===== src/rtl/bus_xfer_ctrl.sv =====
// bus_xfer_ctrl: sequences one latch-to-latch (or immediate-to-latch) transfer
// on the shared 8-bit CPU data bus. The source drives the bus for SETTLE cycles,
// the destination LE is pulsed for one cycle, and the source holds one more
// cycle before release. At most one driver is enabled at any time, and every
// transfer ends with a cycle in which all drivers are released.
module bus_xfer_ctrl #(
  parameter int NREG   = 4,
  parameter int SETTLE = 1
) (
  input  logic                      CLK,
  input  logic                      CLRn,
  input  logic                      REQ,
  input  logic [$clog2(NREG)-1:0]   SRC,
  input  logic [$clog2(NREG)-1:0]   DST,
  input  logic                      IMM_SEL,
  input  logic [7:0]                IMM,
  input  logic [7:0]                BUS,
  output logic [7:0]                IMM_OUT,
  output logic                      IMM_OEn,
  output logic [NREG-1:0]           OEn,
  output logic [NREG-1:0]           LE,
  output logic                      BUSY,
  output logic                      DONE,
  output logic                      ERR,
  output logic [7:0]                LAST
);

  localparam int IW = $clog2(NREG);

  typedef enum logic [1:0] {
    ST_IDLE  = 2'd0,
    ST_DRIVE = 2'd1,
    ST_LATCH = 2'd2,
    ST_HOLD  = 2'd3
  } state_t;

  // Decode a latch index into a one-hot NREG-wide vector.
  function automatic logic [NREG-1:0] onehot(input logic [IW-1:0] idx);
    onehot = {{(NREG-1){1'b0}}, 1'b1} << idx;
  endfunction

  state_t          r_state;
  state_t          w_state_nxt;
  logic [3:0]      r_cnt;
  logic [3:0]      w_cnt_nxt;
  logic            w_accept;
  logic            w_reject;
  logic            w_bad;

  logic [IW-1:0]   r_src;
  logic [IW-1:0]   r_dst;
  logic            r_isel;
  logic [7:0]      r_imm;

  logic [IW-1:0]   w_src_cur;
  logic [IW-1:0]   w_dst_cur;
  logic            w_isel_cur;
  logic [7:0]      w_imm_cur;

  logic [NREG-1:0] r_oen;
  logic [NREG-1:0] r_le;
  logic            r_imm_oen;
  logic [7:0]      r_imm_out;
  logic            r_busy;
  logic            r_done;
  logic            r_err;
  logic [7:0]      r_last;

  logic [NREG-1:0] w_oen_nxt;
  logic [NREG-1:0] w_le_nxt;
  logic            w_imm_oen_nxt;
  logic [7:0]      w_imm_out_nxt;
  logic            w_busy_nxt;
  logic            w_done_nxt;
  logic            w_err_nxt;

  // Request validity. For an immediate load SRC is ignored, so it can neither
  // collide with DST nor be out of range.
  assign w_bad = (!IMM_SEL && (SRC == DST)) ||
                 (!IMM_SEL && (32'(SRC) >= 32'(NREG))) ||
                 (32'(DST) >= 32'(NREG));

  // Outputs are registered from the next state, so on the accepting edge the
  // live request fields are used; afterwards only the captured copies matter.
  assign w_src_cur  = w_accept ? SRC     : r_src;
  assign w_dst_cur  = w_accept ? DST     : r_dst;
  assign w_isel_cur = w_accept ? IMM_SEL : r_isel;
  assign w_imm_cur  = w_accept ? IMM     : r_imm;

  // State and settle-counter register.
  always_ff @(posedge CLK or negedge CLRn) begin
    if (!CLRn) begin
      r_state <= ST_IDLE;
      r_cnt   <= 4'd0;
    end else begin
      r_state <= w_state_nxt;
      r_cnt   <= w_cnt_nxt;
    end
  end

  // Next-state logic: accept or reject in IDLE, count down settle in DRIVE.
  always_comb begin
    w_state_nxt = r_state;
    w_cnt_nxt   = r_cnt;
    w_accept    = 1'b0;
    w_reject    = 1'b0;
    case (r_state)
      ST_IDLE: begin
        if (REQ) begin
          if (w_bad) begin
            w_reject = 1'b1;
          end else begin
            w_accept    = 1'b1;
            w_state_nxt = ST_DRIVE;
            w_cnt_nxt   = 4'(SETTLE - 1);
          end
        end else begin
          w_state_nxt = ST_IDLE;
        end
      end
      ST_DRIVE: begin
        if (r_cnt == 4'd0) begin
          w_state_nxt = ST_LATCH;
        end else begin
          w_cnt_nxt = r_cnt - 4'd1;
        end
      end
      ST_LATCH: w_state_nxt = ST_HOLD;
      ST_HOLD:  w_state_nxt = ST_IDLE;
      default:  w_state_nxt = ST_IDLE;
    endcase
  end

  // Capture the request fields on acceptance so later input changes are inert.
  always_ff @(posedge CLK or negedge CLRn) begin
    if (!CLRn) begin
      r_src  <= '0;
      r_dst  <= '0;
      r_isel <= 1'b0;
      r_imm  <= 8'd0;
    end else if (w_accept) begin
      r_src  <= SRC;
      r_dst  <= DST;
      r_isel <= IMM_SEL;
      r_imm  <= IMM;
    end else begin
      r_src  <= r_src;
      r_dst  <= r_dst;
      r_isel <= r_isel;
      r_imm  <= r_imm;
    end
  end

  // Output decode from the next state; exactly one source enabled while busy.
  always_comb begin
    w_oen_nxt     = {NREG{1'b1}};
    w_le_nxt      = {NREG{1'b0}};
    w_imm_oen_nxt = 1'b1;
    w_imm_out_nxt = r_imm_out;
    w_busy_nxt    = 1'b0;
    w_done_nxt    = 1'b0;
    w_err_nxt     = w_reject;
    case (w_state_nxt)
      ST_DRIVE, ST_LATCH, ST_HOLD: begin
        w_busy_nxt = 1'b1;
        if (w_isel_cur) begin
          w_imm_oen_nxt = 1'b0;
          w_imm_out_nxt = w_imm_cur;
        end else begin
          w_oen_nxt = ~onehot(w_src_cur);
        end
        if (w_state_nxt == ST_LATCH) begin
          w_le_nxt = onehot(w_dst_cur);
        end else begin
          w_le_nxt = {NREG{1'b0}};
        end
      end
      ST_IDLE: begin
        w_done_nxt = (r_state == ST_HOLD);
      end
      default: begin
        w_done_nxt = 1'b0;
      end
    endcase
  end

  // Output registers; reset releases every enable asynchronously.
  always_ff @(posedge CLK or negedge CLRn) begin
    if (!CLRn) begin
      r_oen     <= {NREG{1'b1}};
      r_le      <= {NREG{1'b0}};
      r_imm_oen <= 1'b1;
      r_imm_out <= 8'd0;
      r_busy    <= 1'b0;
      r_done    <= 1'b0;
      r_err     <= 1'b0;
      r_last    <= 8'd0;
    end else begin
      r_oen     <= w_oen_nxt;
      r_le      <= w_le_nxt;
      r_imm_oen <= w_imm_oen_nxt;
      r_imm_out <= w_imm_out_nxt;
      r_busy    <= w_busy_nxt;
      r_done    <= w_done_nxt;
      r_err     <= w_err_nxt;
      if (r_state == ST_LATCH) begin
        r_last <= BUS;
      end else begin
        r_last <= r_last;
      end
    end
  end

  assign OEn     = r_oen;
  assign LE      = r_le;
  assign IMM_OEn = r_imm_oen;
  assign IMM_OUT = r_imm_out;
  assign BUSY    = r_busy;
  assign DONE    = r_done;
  assign ERR     = r_err;
  assign LAST    = r_last;

endmodule

===== config.mk =====
export PLATFORM = sky130hd
export DESIGN_NAME = bus_xfer_ctrl
export DESIGN_NICKNAME = d
export VERILOG_FILES = /design/src/rtl/bus_xfer_ctrl.sv
export SDC_FILE = /design/constraint.sdc
export NUM_CORES = 1
export LEC_CHECK = 0
export BUFFER_PORTS_ARGS = -buffer_cell sky130_fd_sc_hd__clkbuf_2
export CORE_MARGIN = 2
export CORE_UTILIZATION = 46
export DETAILED_ROUTE_END_ITERATION = 6
export PLACE_DENSITY = 0.74
export SYNTH_ARGS = -nofsm -noshare
export SYNTH_HDL_FRONTEND = slang
export SYNTH_SLANG_ARGS = --single-unit

===== constraint.sdc =====
create_clock -name CLK -period 1.9 [get_ports CLK]
set_clock_uncertainty 0.15 [all_clocks]
set_input_delay 0.285 -clock CLK [delete_from_list [all_inputs] [get_ports CLK]]
set_output_delay 0.285 -clock CLK [all_outputs]
set_load 0.01 [all_outputs]

== Yosys cells after proc, flatten, opt, wreduce, memory -nomap -nowiden ==
Index checks and enable logic that the tools add are counted.
Storage, ports and cells
  register bits: 47
  bits in latches: 0
  memory bits (writable): 0
  bits in read-only memories: 0
  input bits: 24
  output and inout bits: 28
  logic and storage cells: 63
  memories: 0
Operators by class
  add/subtract/negate cells: 1
  multipliers: 0
  div/mod/pow operators: 0
  magnitude comparators: 0
  equal/unequal tests: 10
  shift operators: 2
  multiplexer cells: 26
  bitwise operators: 1
  reduce and logical (&&, ||, !) cells: 9
Operators by type and width (count)
  two-way mux 4 bit: 7
  two-way mux 1 bit: 11
  two-way mux 2 bit: 5
  == test 2 bit (second input constant): 4
  two-way mux 8 bit: 1
  case mux 2 bit (4 select lines): 1
  case mux 4 bit (2 select lines): 1
  << shifter 1 x 2 -> 4 bit (first input constant): 2
  inequality test 2 bit (second input constant): 3
  == test 2 x 1 -> 1 bit (second input constant): 2
  logical NOT 2 bit: 2
  logical NOT 4 bit: 1
  NOT 4 bit: 1
  AND reduction 4 bit: 1
  subtractor 4 x 1 -> 4 bit (second input constant): 1
  OR reduction 3 bit: 1
  == test 2 bit: 1
  AND reduction 2 bit: 1
  nonzero test 2 bit: 1
  logical AND 1 bit: 1
  logical NOT 1 bit: 1

== Longest topological paths before layout ==
  depth after elaboration: 10
  gate-level depth with buffers: 6
  gate-level depth less buffers: 6

== Worst setup path after synthesis ==
OpenSTA, ideal clock, no wires.
  kind: register -> register
  start: register r_cnt[0]
  end: register r_cnt[1]
  setup time: 0.125 ns
  arrival time: 1.672 ns
  data required time: 1.625 ns
  slack: -0.046 ns
  cell stages (with the launch flop): 6
  buffers on the path: 0
  period minus slack after synthesis: 1.946 ns
  path through: dfrtp_1 -> inv_1 -> ha_1 -> or3b_2 -> a21oi_1 -> mux2_2
Between the ends
  word-level cells in the longest chain between the ends: 3
  elaborated cells on any way between the ends: 6
  classes of those cells: add/sub (1); eq/ne (1); mux (2); reduce/logical (2)
Ends and longest elaborated chain
  start: declaration: RTL line 44  | logic [3:0] r_cnt;
  start signal: assignment: RTL line 97  | r_cnt <= w_cnt_nxt;
  subtractor 4 x 1 -> 4 bit or logical NOT 4 bit (tied branches): RTL line 125, 122
  two-way mux 4 bit or inequality test 2 bit (tied branches)
  case mux 4 bit (2 select lines) or AND reduction 4 bit (tied branches)
Several ways; a longest one is shown, not always the timed one. The select of a mux whose other input is x is not followed.
A chain may end at the register's enable or synchronous reset.

== Worst setup path in the final report ==
  start: register r_state[1]
  end: register r_imm_out[7] (netlist: IMM_OUT[7])
Between the ends
  elaborated cells on any way between the ends: 16
  classes of those cells: eq/ne (6); mux (7); reduce/logical (3)
RTL lines
  start: declaration: RTL line 42  | state_t r_state;
  start signal: assignment: RTL line 96  | r_state <= w_state_nxt;
  logical NOT 2 bit: RTL line 107  | case (r_state)
  two-way mux 1 bit: RTL line 107
  two-way mux 8 bit
  named net w_imm_cur[7]: RTL line 58  | logic [7:0] w_imm_cur;
  end signal: assignment: RTL line 202  | r_imm_out <= w_imm_out_nxt;
  end: declaration: RTL line 63  | logic [7:0] r_imm_out;
The timed path passes the listed nets, and every way through them passes these cells.

==> qor_table.md <==
| Quantity | Value |
| --- | --- |
| Final total power | 4.177 mW |
| Floorplan row count | 23 |
| Final Slew Violations | 0 |
| F_max | 0.5573 GHz |
| Area of the die | 4682 µm² |
| Yosys warnings | 0 |
| Wire length of the first global-routing pass | 6016 µm |
| Final worst-path cycle share | 0.9445 |
| Pleak | 1.270 nW |
| Period minus WS final | 1.795 ns |
| Post-synthesis instance total | 160 |
| Status | finished clean |
| Share of final-layout standard cells stronger than drive strength 1 | 0.4464 |
| Starting Density | 0.4773 |
| Max-cap violations | 0 |
| H-tree depth | 2 |
| Routed length on met1 | 1544 µm |
| Postcts setup bufs | 0 |
| Vias post-DR | 1,356 |
| Routability congestion estimate | 0.7485 |
| Maximum clock path buffer count | 2 |
| Final wirelength | 3544 µm |
| Number of port buffers | 51 |
| Slew of the pin with the lowest slew margin | 0.5576 ns |
| Max_slew headroom | 0.6283 |
| Cell type contributing the most total cell area after synthesis | dfrtp_1 |
| Setup repair after global routing missed its margin | false |
| CTS clk-pin slew, worst paths | 0.08 ns |
| Post-synthesis net count | 186 |
| Peak supply drop | 0.7321 mV |
| Clock insertion delay at the later pin of the skew report | 0.31 ns |
| Logic gate share of total power | 0.394 |
| Clock network fraction of total power | 0.205 |
| Antenna diode count | 0 |
| Met3 routed wirelength | 235 µm |
| Commonest register cell after synthesis | dfrtp_1 |
| Final hold vios | 0 |
| Sequential share of power | 0.401 |
| Footprint of the flip-flops and latches | 1182 µm² |
| Async S/R FF share, synth | 1.000 |
| Layout Area Growth over Synthesis | 31.13% |
| Number of remaining DRC errors | 0 |
| Proportion of synthesized chip area in sequential cells | 0.6193 |
| Share of the synthesized area in the top cell type | 0.5505 |
| Met2 layer wire length in the routed design | 1708 µm |
| Cell Area, Synth | 1909 µm² |
| Library cell used as clock root buffer | clkbuf_8 |
| Iteration count of the initial detailed-routing pass | 4 |
| Total global routing overflow | 0 |
| Count of unique library cells instantiated by Yosys | 30 |
| CTS Buf Count | 5 |
| Average vias per placed instance | 4.792 |
| Highest signal layer in the routed design | met4 |
| Area used by multi-input combinational logic | 685.7 µm² |
| Worst-case setup slack after placement | -0.07358 ns |
| Total internal power | 2.840 mW |
| Number of antenna violations at the first check in global routing | 0 |
| Crit path capture type | register |
| Average routed wire per standard cell | 12.52 µm |
| Number of storage elements in the synthesis netlist | 47 |
| Post-synth EDFFs | 0 |
| Number of nets in the final layout | 258 |
| Net switching power figure | 1.336 mW |
| Switching part of the total power | 0.3200 |
| Maximum number of pins on one net before global-route repair | 48 |
| Dominant cells by area after synthesis | dfrtp_1 (55%), mux2_2 (10%), nand2_1 (8.3%), dfstp_2 (6.9%), xor2_1 (1.8%) |
| TritonCTS clock tree | built |
| Number of global-route vias before repair | 1,341 |
| GRT Resource Usage Total | 0.1768 |
| Initial DRC Count | 50 |
| Chip Width | 68.43 µm |
| DIE HEIGHT | 68.43 µm |
| Final Worst Setup Slack | 0.1055 ns |
| Launching element type of the critical path | register |
| Number of failing setup endpoints in the final timing report | 0 |
| Leading post-synthesis cells by instance count | dfrtp_1 (42), nand2_1 (42), mux2_2 (17) |
| Post-route antenna net violation count | 0 |
| Sum of net half-perimeters after detailed placement | 2577 µm |
| Average size of a mapped cell | 11.93 µm² |
| Total number of clock tree sinks | 47 |
| Placeable core region | 4000 µm² |
| Maximum fanout along the worst path | 14 |
| Worst hold-check path type | input pin to register |
| Boundary Pins | 52 |
| Data required time of the critical path | 1.94 ns |
| Arrival time at the worst endpoint | 1.83 ns |
| Number of filler instances in the final layout | 329 |
| Path type of the worst setup path | register to register |
| Power density normalized to cell area | 1668 nW/µm² |
-- cell families (layout without fill, tap and decap cells) --
group,Yosys count,count (layout),synth area share
xor gates and xnor gates,4,4,0.01835
AOI/OAI and AO/OA,12,12,0.04784
DFF,47,47,0.6193
and+or+nand+nor,66,66,0.1658
adders and majority gates,2,2,0.01310
muxes,19,19,0.1107
buffers and inverters,10,83,0.02490
-- power by group through the flow --
stage,Combinational (mW),Sequential (mW),Clock [mW]
after detailed placement,1.66,1.69,0
after global routing,1.85,1.73,0.917
after CTS,1.67,1.68,0.871
final,1.65,1.68,0.854
after floorplan,0.879,1.79,0
after global placement,1.61,1.68,0
-- worst paths after layout --
check,endpoint,start,slack (ns),depth (start not counted)
min,LAST[4],BUS[4],0.02,3
max reg2reg,IMM_OUT[7],r_state[1],0.11,5
max in group asynchronous,r_imm[7],CLRn,0.78,3
min reg2reg,LAST[5],LAST[5],0.33,2
max,IMM_OUT[7],r_state[1],0.11,5
min in group asynchronous,r_cnt[2],CLRn,0.44,3
-- state kept, by name, summed over array words and instances (netlist names), 2 cells and up --
| register | flops |
|---|---|
| r_cnt | 4 |
| r_state | 2 |
| r_src | 2 |
| r_dst | 2 |
| LE | 4 |
| LAST | 8 |
| r_imm | 8 |
| IMM_OUT | 8 |
| OEn | 4 |
-- routing by layer --
| metal | global-route usage | vias up |
|---|---|---|
| met1 | 0.2147 | 644 |
| met4 | 0.06000 | 0 |
| li1 | - | 671 |
| met5 | 0 | - |
| met3 | 0.06743 | 7 |
| met2 | 0.2873 | 34 |
-- through the flow --
stage                     TNS [ns]  hold WS, ns  cells  utilization  instance area (µm²)
after floorplan                  0      -0.1606    160            -                 1913
after global placement     -0.2118       0.2573    274       0.5896                 2359
after detailed placement   -0.5143       0.2546    274       0.5896                 2359
after CTS                        0      0.01580    283       0.6253                 2501
after global routing             0      0.02313    283       0.6259                 2504
final                            0      0.02158    283       0.6259                 2504
-- repair_timing --
item | CTS | global route
hold buffers | 1 | 0
pin swaps | 1 | 1
resized for setup | 0 | 1
endpoints found under the setup margin | 1 | 2
hold endpoints to repair | 42 | 0
-- cells in the final DEF, fill, tap and decap left out, types with 3 or more instances in the layout --
cell,n
nand3_1,5
dfrtp_1,42
mux2_2,17
clkbuf_8,5
buf_4,15
nand3b_1,4
nand2_1,42
clkbuf_2,51
inv_1,6
nor2_1,3
dfstp_2,5
a21oi_1,4
xor2_1,4
-- critical path: stages (launching register included) --
cell and delay [ns]:
dfrtp_1 0.42, nor3b_4 0.28, o31ai_4 0.13, buf_12 0.17, mux2_2 0.28, mux2_2 0.26
-- final cells by class --
type	instances	area share
Clock buffer	6	0.02899
Inverter	6	0.008996
Multi-Input combinational cell	103	0.2739
Timing Repair Buffer	69	0.1669
Clock inverter	2	0.02399
Sequential cell	47	0.4723
Tap cell	50	0.02499
No activity file was read; power rests on OpenSTA's default activity.
